==> src/rtl/adc_code_to_decimal.sv <==
// adc_code_to_decimal: sequential converter from an unsigned converter code
// to a decimal reading (integer ones value plus BCD fraction digits).
// A single restoring shift-subtract divider is reused for every digit. The
// remainder of each division is multiplied by ten and becomes the numerator
// of the next digit.
module adc_code_to_decimal #(
  parameter int DATA_W      = 8,
  parameter int DIVISOR     = 51,
  parameter int FRAC_DIGITS = 2,
  parameter int ONES_W      = 8
) (
  input  logic                     clock,
  input  logic                     reset,
  input  logic                     in_valid,
  output logic                     in_ready,
  input  logic [DATA_W-1:0]        code,
  output logic                     out_valid,
  input  logic                     out_ready,
  output logic [ONES_W-1:0]        ones_digit,
  output logic [4*FRAC_DIGITS-1:0] frac_digits
);

  // Four extra bits of headroom let the value remainder*10 fit in the
  // datapath, because the remainder is always smaller than DIVISOR.
  localparam int NW = DATA_W + 4;
  localparam int CW = $clog2(NW);
  localparam logic [NW-1:0] DIV_N    = NW'(DIVISOR);
  localparam logic [CW-1:0] CNT_LAST = CW'(NW - 1);
  localparam logic [2:0]    K_LAST   = 3'(FRAC_DIGITS);

  // Parameter legality checks run at elaboration time.
  if (DATA_W < 4 || DATA_W > 16) begin : g_bad_data_w
    $error("adc_code_to_decimal: DATA_W must be 4..16");
  end
  if (DIVISOR < 1 || DIVISOR > (2 ** DATA_W) - 1) begin : g_bad_divisor
    $error("adc_code_to_decimal: DIVISOR must be 1..2^DATA_W-1");
  end
  if (FRAC_DIGITS < 1 || FRAC_DIGITS > 4) begin : g_bad_frac
    $error("adc_code_to_decimal: FRAC_DIGITS must be 1..4");
  end
  if (ONES_W < DATA_W) begin : g_bad_ones_w
    $error("adc_code_to_decimal: ONES_W must be >= DATA_W");
  end

  typedef enum logic [1:0] {
    IDLE = 2'd0,
    DIV  = 2'd1,
    DONE = 2'd2
  } state_t;

  state_t                   state_r;
  state_t                   state_next_s;
  logic                     in_ready_r;
  logic                     out_valid_r;
  logic [NW-1:0]            num_r;
  logic [NW-1:0]            rem_r;
  logic [NW-1:0]            quo_r;
  logic [CW-1:0]            cnt_r;
  logic [2:0]               k_r;
  logic [ONES_W-1:0]        ones_r;
  logic [4*FRAC_DIGITS-1:0] frac_r;

  logic [NW-1:0]            partial_s;
  logic                     ge_s;
  logic [NW-1:0]            diff_s;
  logic [NW-1:0]            quo_s;
  logic [NW-1:0]            rem_x10_s;
  logic                     last_iter_s;

  assign in_ready    = in_ready_r;
  assign out_valid   = out_valid_r;
  assign ones_digit  = ones_r;
  assign frac_digits = frac_r;

  // One restoring-division step: shift in the next numerator bit, then subtract when the divisor fits.
  always_comb begin
    partial_s   = {rem_r[NW-2:0], num_r[NW-1]};
    ge_s        = (partial_s >= DIV_N);
    diff_s      = ge_s ? (partial_s - DIV_N) : partial_s;
    quo_s       = {quo_r[NW-2:0], ge_s};
    rem_x10_s   = (diff_s << 3) + (diff_s << 1);
    last_iter_s = (cnt_r == {CW{1'b0}});
  end

  // Next-state logic for the IDLE -> DIV -> DONE handshake sequence.
  always_comb begin
    state_next_s = state_r;
    case (state_r)
      IDLE: begin
        if (in_valid && in_ready_r) begin
          state_next_s = DIV;
        end else begin
          state_next_s = IDLE;
        end
      end
      DIV: begin
        if (last_iter_s && (k_r == K_LAST)) begin
          state_next_s = DONE;
        end else begin
          state_next_s = DIV;
        end
      end
      DONE: begin
        if (out_ready) begin
          state_next_s = IDLE;
        end else begin
          state_next_s = DONE;
        end
      end
      default: state_next_s = IDLE;
    endcase
  end

  // State register; the handshake flags are registered from the next state so that they match it.
  always_ff @(posedge clock) begin
    if (reset) begin
      state_r     <= IDLE;
      in_ready_r  <= 1'b1;
      out_valid_r <= 1'b0;
    end else begin
      state_r     <= state_next_s;
      in_ready_r  <= (state_next_s == IDLE);
      out_valid_r <= (state_next_s == DONE);
    end
  end

  // Divider datapath: load the code, iterate per digit, and commit each finished digit to the outputs.
  always_ff @(posedge clock) begin
    if (reset) begin
      num_r  <= {NW{1'b0}};
      rem_r  <= {NW{1'b0}};
      quo_r  <= {NW{1'b0}};
      cnt_r  <= {CW{1'b0}};
      k_r    <= 3'd0;
      ones_r <= {ONES_W{1'b0}};
      frac_r <= {(4*FRAC_DIGITS){1'b0}};
    end else begin
      case (state_r)
        IDLE: begin
          if (in_valid && in_ready_r) begin
            num_r <= NW'(code);
            rem_r <= {NW{1'b0}};
            quo_r <= {NW{1'b0}};
            k_r   <= 3'd0;
            cnt_r <= CNT_LAST;
          end
        end
        DIV: begin
          rem_r <= diff_s;
          quo_r <= quo_s;
          num_r <= num_r << 1;
          cnt_r <= cnt_r - 1'b1;
          if (last_iter_s) begin
            if (k_r == 3'd0) begin
              ones_r <= ONES_W'(quo_s);
            end
            for (int i = 0; i < FRAC_DIGITS; i++) begin
              if (k_r == 3'(i + 1)) begin
                frac_r[4*(FRAC_DIGITS-1-i) +: 4] <= quo_s[3:0];
              end
            end
            if (k_r < K_LAST) begin
              num_r <= rem_x10_s;
              rem_r <= {NW{1'b0}};
              quo_r <= {NW{1'b0}};
              k_r   <= k_r + 3'd1;
              cnt_r <= CNT_LAST;
            end
          end
        end
        default: begin
        end
      endcase
    end
  end

endmodule
==> config.mk <==
export PLATFORM = sky130hd
export DESIGN_NAME = adc_code_to_decimal
export DESIGN_NICKNAME = d
export VERILOG_FILES = /design/src/rtl/adc_code_to_decimal.sv
export SDC_FILE = /design/constraint.sdc
export NUM_CORES = 1
export LEC_CHECK = 0
export CORE_MARGIN = 3
export CORE_UTILIZATION = 60
export CTS_CLUSTER_DIAMETER = 30
export DETAILED_ROUTE_END_ITERATION = 8
export GPL_TIMING_DRIVEN = 0
export PLACE_DENSITY = 0.93
export SYNTH_ARGS = -nofsm -noshare
export SYNTH_HDL_FRONTEND = slang
export SYNTH_SLANG_ARGS = --single-unit
==> constraint.sdc <==
create_clock -name clock -period 7.26 [get_ports clock]
set_input_delay 2.178 -clock clock [delete_from_list [all_inputs] [get_ports clock]]
set_output_delay 2.178 -clock clock [all_outputs]
set_load 0.005 [all_outputs]
==> flow_summary.yaml, run 1 <==
run_status:
  status: "finished, final reports clean"
timing:
  fin_crit_sh: 0.557
  finalHoldViolations: 0
  slew_headroom: 0.529
  finClkSkew_ns: 0.00867
  rsz0062_at_grt: "false"
  max_slew.worst_pin.slew_ns: 0.702
  fmax_mhz: 247
  min_period_ns: 4.04
  setup_viol: 0
  drv_slew: 0
  setup-tns-final_ns: 0
worst_setup_path:
  crit_buf_inv: 1
  cp_cell_sequence: "ha_1 > o311ai_1 > nand3_1 > xor2_1 > ha_1 > inv_1 > fa_1 > nor2b_1 > o211a_1 > o211ai_1 > and3b_1 > a311o_1"
  start_kind: "flip-flop"
  cp.required_ns: 7.48
  crit_slowest_cell: "o311ai_1"
  criticalPathCategory: "flip-flop to flip-flop"
  r2r-start: "num_r[11]$_SDFFE_PP0P_"
  worstPathArrival_ns: 4.26
  crit_cells: 12
  critPathLaunch: "num_r[11]$_SDFFE_PP0P_"
  cpPeakStageDelay_ns: 0.53
  crit_path_end_kind: "flip-flop"
  crit_fanout: 9
  r2r_cells: 12
  crit_family: "compound AO/OA/AOI/OAI gates"
  cpMostUsedCell: "ha_1"
power_and_ir_drop:
  p_leak_nw: 1.41
  pwr_density_cell_mw_per_mm2: 199
  p_total_mw: 0.705
  max-vdd-ir-drop_mv: 0.185
logic_synthesis:
  synth_nets: 385
  netlist_instances: 357
  yosys-top-cells-count: "dfxtp_1 (57), nor2_1 (47), a21oi_1 (28), nand2_1 (22), nand3_1 (22)"
  synth_compound_area_frac: 0.250
  yosysTopAreaCell: "dfxtp_1"
  synth_top_family_by_area: "compound AO/OA/AOI/OAI gates"
  ys_seq_area_frac: 0.383
  synth_enable_flop_cells: 0
  synth-simple-area-share: 0.222
  post_synth_num_cell_types: 55
  yosysMostFrequentCell: "dfxtp_1"
  synth_area_mm2: 0.00298
  syn-mean-instance-area_um2: 8.35
  ys_ff_latch: 57
  async_reset_ff_frac: 0
  synthXorXnorAreaFrac: 0.0176
  yosysWarnings: 0
  synth_top_area_share: 0.383
  synthFlopType: "dfxtp_1"
  yosys-top-cells-area: "dfxtp_1 (38%), ha_1 (6.3%), nor2_1 (5.9%)"
  synthMuxAreaShare: 0.0172
  synth_fa_ha_area_frac: 0.0697
clocking:
  ctsHoldBuffers: 0
  cts_resized: 0
  post-cts-setup-buffers: 0
  root_buffer: "clkbuf_8"
  cts.clk_slew.worst_paths_ns: 0.06
  insertion_delay_ns: 0.34
  cts_made_buffers: 9
  cts_htree_levels: 3
  clock_path_buffers: 2
  cts_tree: "done"
  cts.sinks: 57
detailed_routing:
  dr.pass1.iters: 5
  vias: 2963
  drtIter0Drc: 307
  drc_errors: 0
  routed_wl_mm: 7.90
  routed_via_density: 6.34
  routedWlPerCell_um: 16.9
  ant_nets: 0
floorplanning:
  dieHeight_um: 76.5
  num_rows: 25
  boundaryPins: 30
  initial_core_util: 0.627
  die_area_mm2: 0.00585
  die_x_um: 76.5
  core-area_mm2: 0.00475
min_path:
  hp-class: "flip-flop to flip-flop"
  whs_path_depth: 2
  worstHoldStart: "frac_digits[5]$_SDFFE_PP0P_"
cells_and_area:
  layout-drive-gt1-share: 0.0550
  antenna_cells: 0
  area_growth_pct: 18.8
  nets: 424
global_routing:
  grt_antenna_before_repair: 0
  grt_overflow: 0
  grt_pass1_vias: 2838
  grt_max_degree: 11
  grt_pass1_wl_mm: 13.1
  grt_use_total: 0.278
placed_design:
  routabilityCongestion: 0.905
  io_buffer_count: 28
  dp_hpwl_mm: 5.49
job:
  maxCapViolations: 0
[cell type report]
type	count	area, µm²
clock buffer	11	141
timing repair buffer	28	280
sequential	57	1140
inverter	10	37.5
tap	67	83.8
clock inverter	4	53.8
fill	339	1210
multi-input combinational	269	1720
buffer	21	86.3
[logic make-up after synthesis]
kind of cell / count (synthesis)
buf+inv: 31
compound gates: 106
fa+ha+maj: 16
simple gates: 136
xor+xnor: 6
flops: 57
mux: 5
[registers in the layout (all words and copies together), names as in the netlist]
signal / flops
num_r: 12
rem_r: 11
frac_digits: 8
ones_digit: 8
quo_r: 7
cnt_r: 4
k_r: 3
state_r: 2
in_ready: 1
out_valid: 1
[path summary, 6_finish.rpt]
check | slack (ns) | end
setup / recovery | 3.22 | num_r[11]$_SDFFE_PP0P_
hold / removal | 0.46 | frac_digits[5]$_SDFFE_PP0P_
setup reg to reg | 3.22 | num_r[11]$_SDFFE_PP0P_
hold reg to reg | 0.46 | frac_digits[5]$_SDFFE_PP0P_
[worst reg2reg max path, delay by kind of cell, from the launching register on]
family / cells / cell delay [ns]
compound gates: 4 / 1.19
xor+xnor: 1 / 0.46
fa+ha+maj: 3 / 0.93
buf+inv: 1 / 0.05
flops: 1 / 0.38
simple gates: 3 / 0.91
[power by group]
group	switching [mW]	internal, mW
Sequential	0.00757	0.322
Clock	0.127	0.166
Combinational	0.0535	0.0276
Total	0.188	0.516
[placed cells by master, fill, tap and decap left out, drive strengths merged, types with 2 or more instances in the layout]
cell type      count
a32oi              3
ha                15
nor2              47
xor2               5
a311oi             4
o311ai             2
a221oi             5
nand2b             4
and2               4
nand3             22
nor4               2
mux2i              4
or2                2
o311a              2
o211ai             3
a22oi             18
or3                9
a2bb2oi            3
a21o               4
clkdlybuf4s50     28
nand2             22
a31oi              4
a2111oi            2
nor3              12
o21ai             13
nor2b              5
a211oi             2
a211o              2
clkbuf            31
inv               10
dfxtp             57
clkinvlp           2
a21oi             28
[metal layers]
layer  GRT usage  wire (µm)  up-vias
met2       0.467       3790      136
li1            -          -     1404
met3      0.0792        590       20
met5           0          0        -
met1       0.326       3310     1403
met4       0.129        218        0
[through the flow]
step	hold WS [ns]	instances	setup slack (ns)	cell area, µm²	util
5_1_grt	0.478	467	3.01	3540	0.745
6_report	0.457	467	3.22	3540	0.745
3_5_place_dp	0.448	452	3.28	3350	0.704
2_1_floorplan	0.444	357	4.04	2980	-
3_3_place_gp	0.446	452	3.35	3350	0.704
4_1_cts	0.456	467	3.36	3540	0.745
Note: power is estimated with default switching activity, not from simulation.
==> inputs of run 2 (changes only) <==
CORE_UTILIZATION = 57   (was 60)
PLACE_DENSITY = 0.9   (was 0.93)
clock period = 4.2 ns   (was 7.26 ns; I/O delays follow)
==> run 2 against run 1 <==
Against the previous run: register-to-register slack got worse by 2.9 ns; die area up 4.8%; sequential share of layout area down 0.33 points; wire length is 0.61% higher; critical path type unchanged; critical endpoint unchanged.
==> flow_summary.yaml, run 2 (synthesized netlist as in run 1, its figures left out) <==
floorplanning:
  initial_core_util: 0.611
  num_rows: 25
  core-area_mm2: 0.00488
  boundaryPins: 30
  die_area_mm2: 0.00613
  dieHeight_um: 78.3
  die_x_um: 78.3
worst_setup_path:
  crit_fanout: 9
  crit_cells: 12
  crit_family: "compound AO/OA/AOI/OAI gates"
  cpPeakStageDelay_ns: 0.57
  cpMostUsedCell: "ha_1"
  crit_path_end_kind: "flip-flop"
  r2r_cells: 12
  worstPathArrival_ns: 4.14
  start_kind: "flip-flop"
  crit_buf_inv: 1
  crit_slowest_cell: "o311ai_1"
  cp.required_ns: 4.45
  cp_cell_sequence: "ha_1 > o311ai_1 > nand3_2 > xor2_1 > ha_1 > inv_1 > fa_1 > nor2b_1 > o211a_1 > o211ai_1 > and3b_1 > a311o_1"
  criticalPathCategory: "flip-flop to flip-flop"
timing:
  rsz0062_at_grt: "false"
  min_period_ns: 3.89
  fin_ws_ns: 0.308
  setup_viol: 0
  fin_crit_sh: 0.927
  drv_slew: 0
  max_slew.worst_pin.slew_ns: 0.726
  setup-tns-final_ns: 0
  finClkSkew_ns: 0.00918
  hold_slack_ns: 0.462
  finalHoldViolations: 0
  fmax_mhz: 257
  slew_headroom: 0.512
global_routing:
  grt_antenna_before_repair: 0
  grt_overflow: 0
  grt_max_degree: 13
  grt_pass1_vias: 2831
  grt_use_total: 0.277
  grt_pass1_wl_mm: 13.3
cells_and_area:
  mostFrequentLayoutCell: "dfxtp_1"
  nets: 424
  layout_common_cells: "dfxtp_1 (57), nor2_1 (47), a21oi_1 (28), clkdlybuf4s50_1 (28), nand2_1 (22)"
  reg_top3: "num_r x12, rem_r x11"
  layout-drive-gt1-share: 0.0623
  top_register: "num_r"
  final_core_util: 0.733
  largest_reg_flops: 12
  antenna_cells: 0
  area_growth_pct: 20.0
detailed_routing:
  routed_via_density: 6.35
  routed_wl_mm: 7.95
  routedWlPerCell_um: 17.0
  drc_errors: 0
  ant_nets: 0
  vias: 2974
  drtIter0Drc: 308
  dr.pass1.iters: 5
clocking:
  cts_made_buffers: 9
  cts_tree: "done"
  post-cts-setup-buffers: 0
  clock_path_buffers: 2
  cts_htree_levels: 3
  insertion_delay_ns: 0.36
  cts.clk_slew.worst_paths_ns: 0.08
  cts_resized: 0
  ctsHoldBuffers: 0
  cts.sinks: 57
  root_buffer: "clkbuf_8"
placed_design:
  pre_cts_slack_ns: 0.328
  dp_hpwl_mm: 5.57
  routabilityCongestion: 0.881
  io_buffer_count: 28
job:
  maxCapViolations: 0
power_and_ir_drop:
  p_total_mw: 1.30
  p_leak_nw: 1.43
  max-vdd-ir-drop_mv: 0.272
  pwr_density_cell_mw_per_mm2: 365
run_status:
  status: "finished, final reports clean"
min_path:
  whs_path_depth: 2
  hp-class: "flip-flop to flip-flop"
==> run 2: path summary, 6_finish.rpt <==
kind	from	end	slack, ns
max	num_r[11]$_SDFFE_PP0P_	num_r[11]$_SDFFE_PP0P_	0.31
min	ones_digit[2]$_SDFFE_PP0P_	ones_digit[2]$_SDFFE_PP0P_	0.46
max reg2reg	num_r[11]$_SDFFE_PP0P_	num_r[11]$_SDFFE_PP0P_	0.31
min reg2reg	ones_digit[2]$_SDFFE_PP0P_	ones_digit[2]$_SDFFE_PP0P_	0.46
==> run 2: worst reg2reg max path, delay by kind of cell, from the launching register on <==
kind                     cells  cell delay (ns)
AND/OR/NAND/NOR              3             0.76
XOR/XNOR                     1             0.42
adder cells (fa/ha/maj)      3             0.94
buffers and inverters        1             0.05
flip-flops                   1             0.39
AO/OA/AOI/OAI                4             1.24
==> run 2: power breakdown <==
part | internal [mW] | switching [mW]
clock | 0.340 | 0.256
combinational | 0.0474 | 0.0923
sequential | 0.557 | 0.0129
==> run 2: cell type report <==
cell class / instances / area (µm²)
plain buffers: 21 / 86.3
clock buffers: 9 / 124
clock inverters: 7 / 103
fillers: 381 / 1300
inverters: 10 / 37.5
multi-input cells: 269 / 1720
flip-flops and latches: 57 / 1140
well taps: 67 / 83.8
repair buffers: 28 / 280
==> run 2: per-layer routing <==
layer | wire length, µm | track usage | vias up
li1 | - | - | 1399
met1 | 3340 | 0.359 | 1419
met2 | 3820 | 0.450 | 140
met3 | 654 | 0.0596 | 16
met4 | 132 | 0.110 | 0
met5 | 0 | 0 | -
==> run 2: stage by stage <==
stage,instance area [µm²],cells
4_1_cts,3570,468
5_1_grt,3580,468
3_5_place_dp,3350,452
3_3_place_gp,3350,452
2_1_floorplan,2980,357
6_report,3580,468
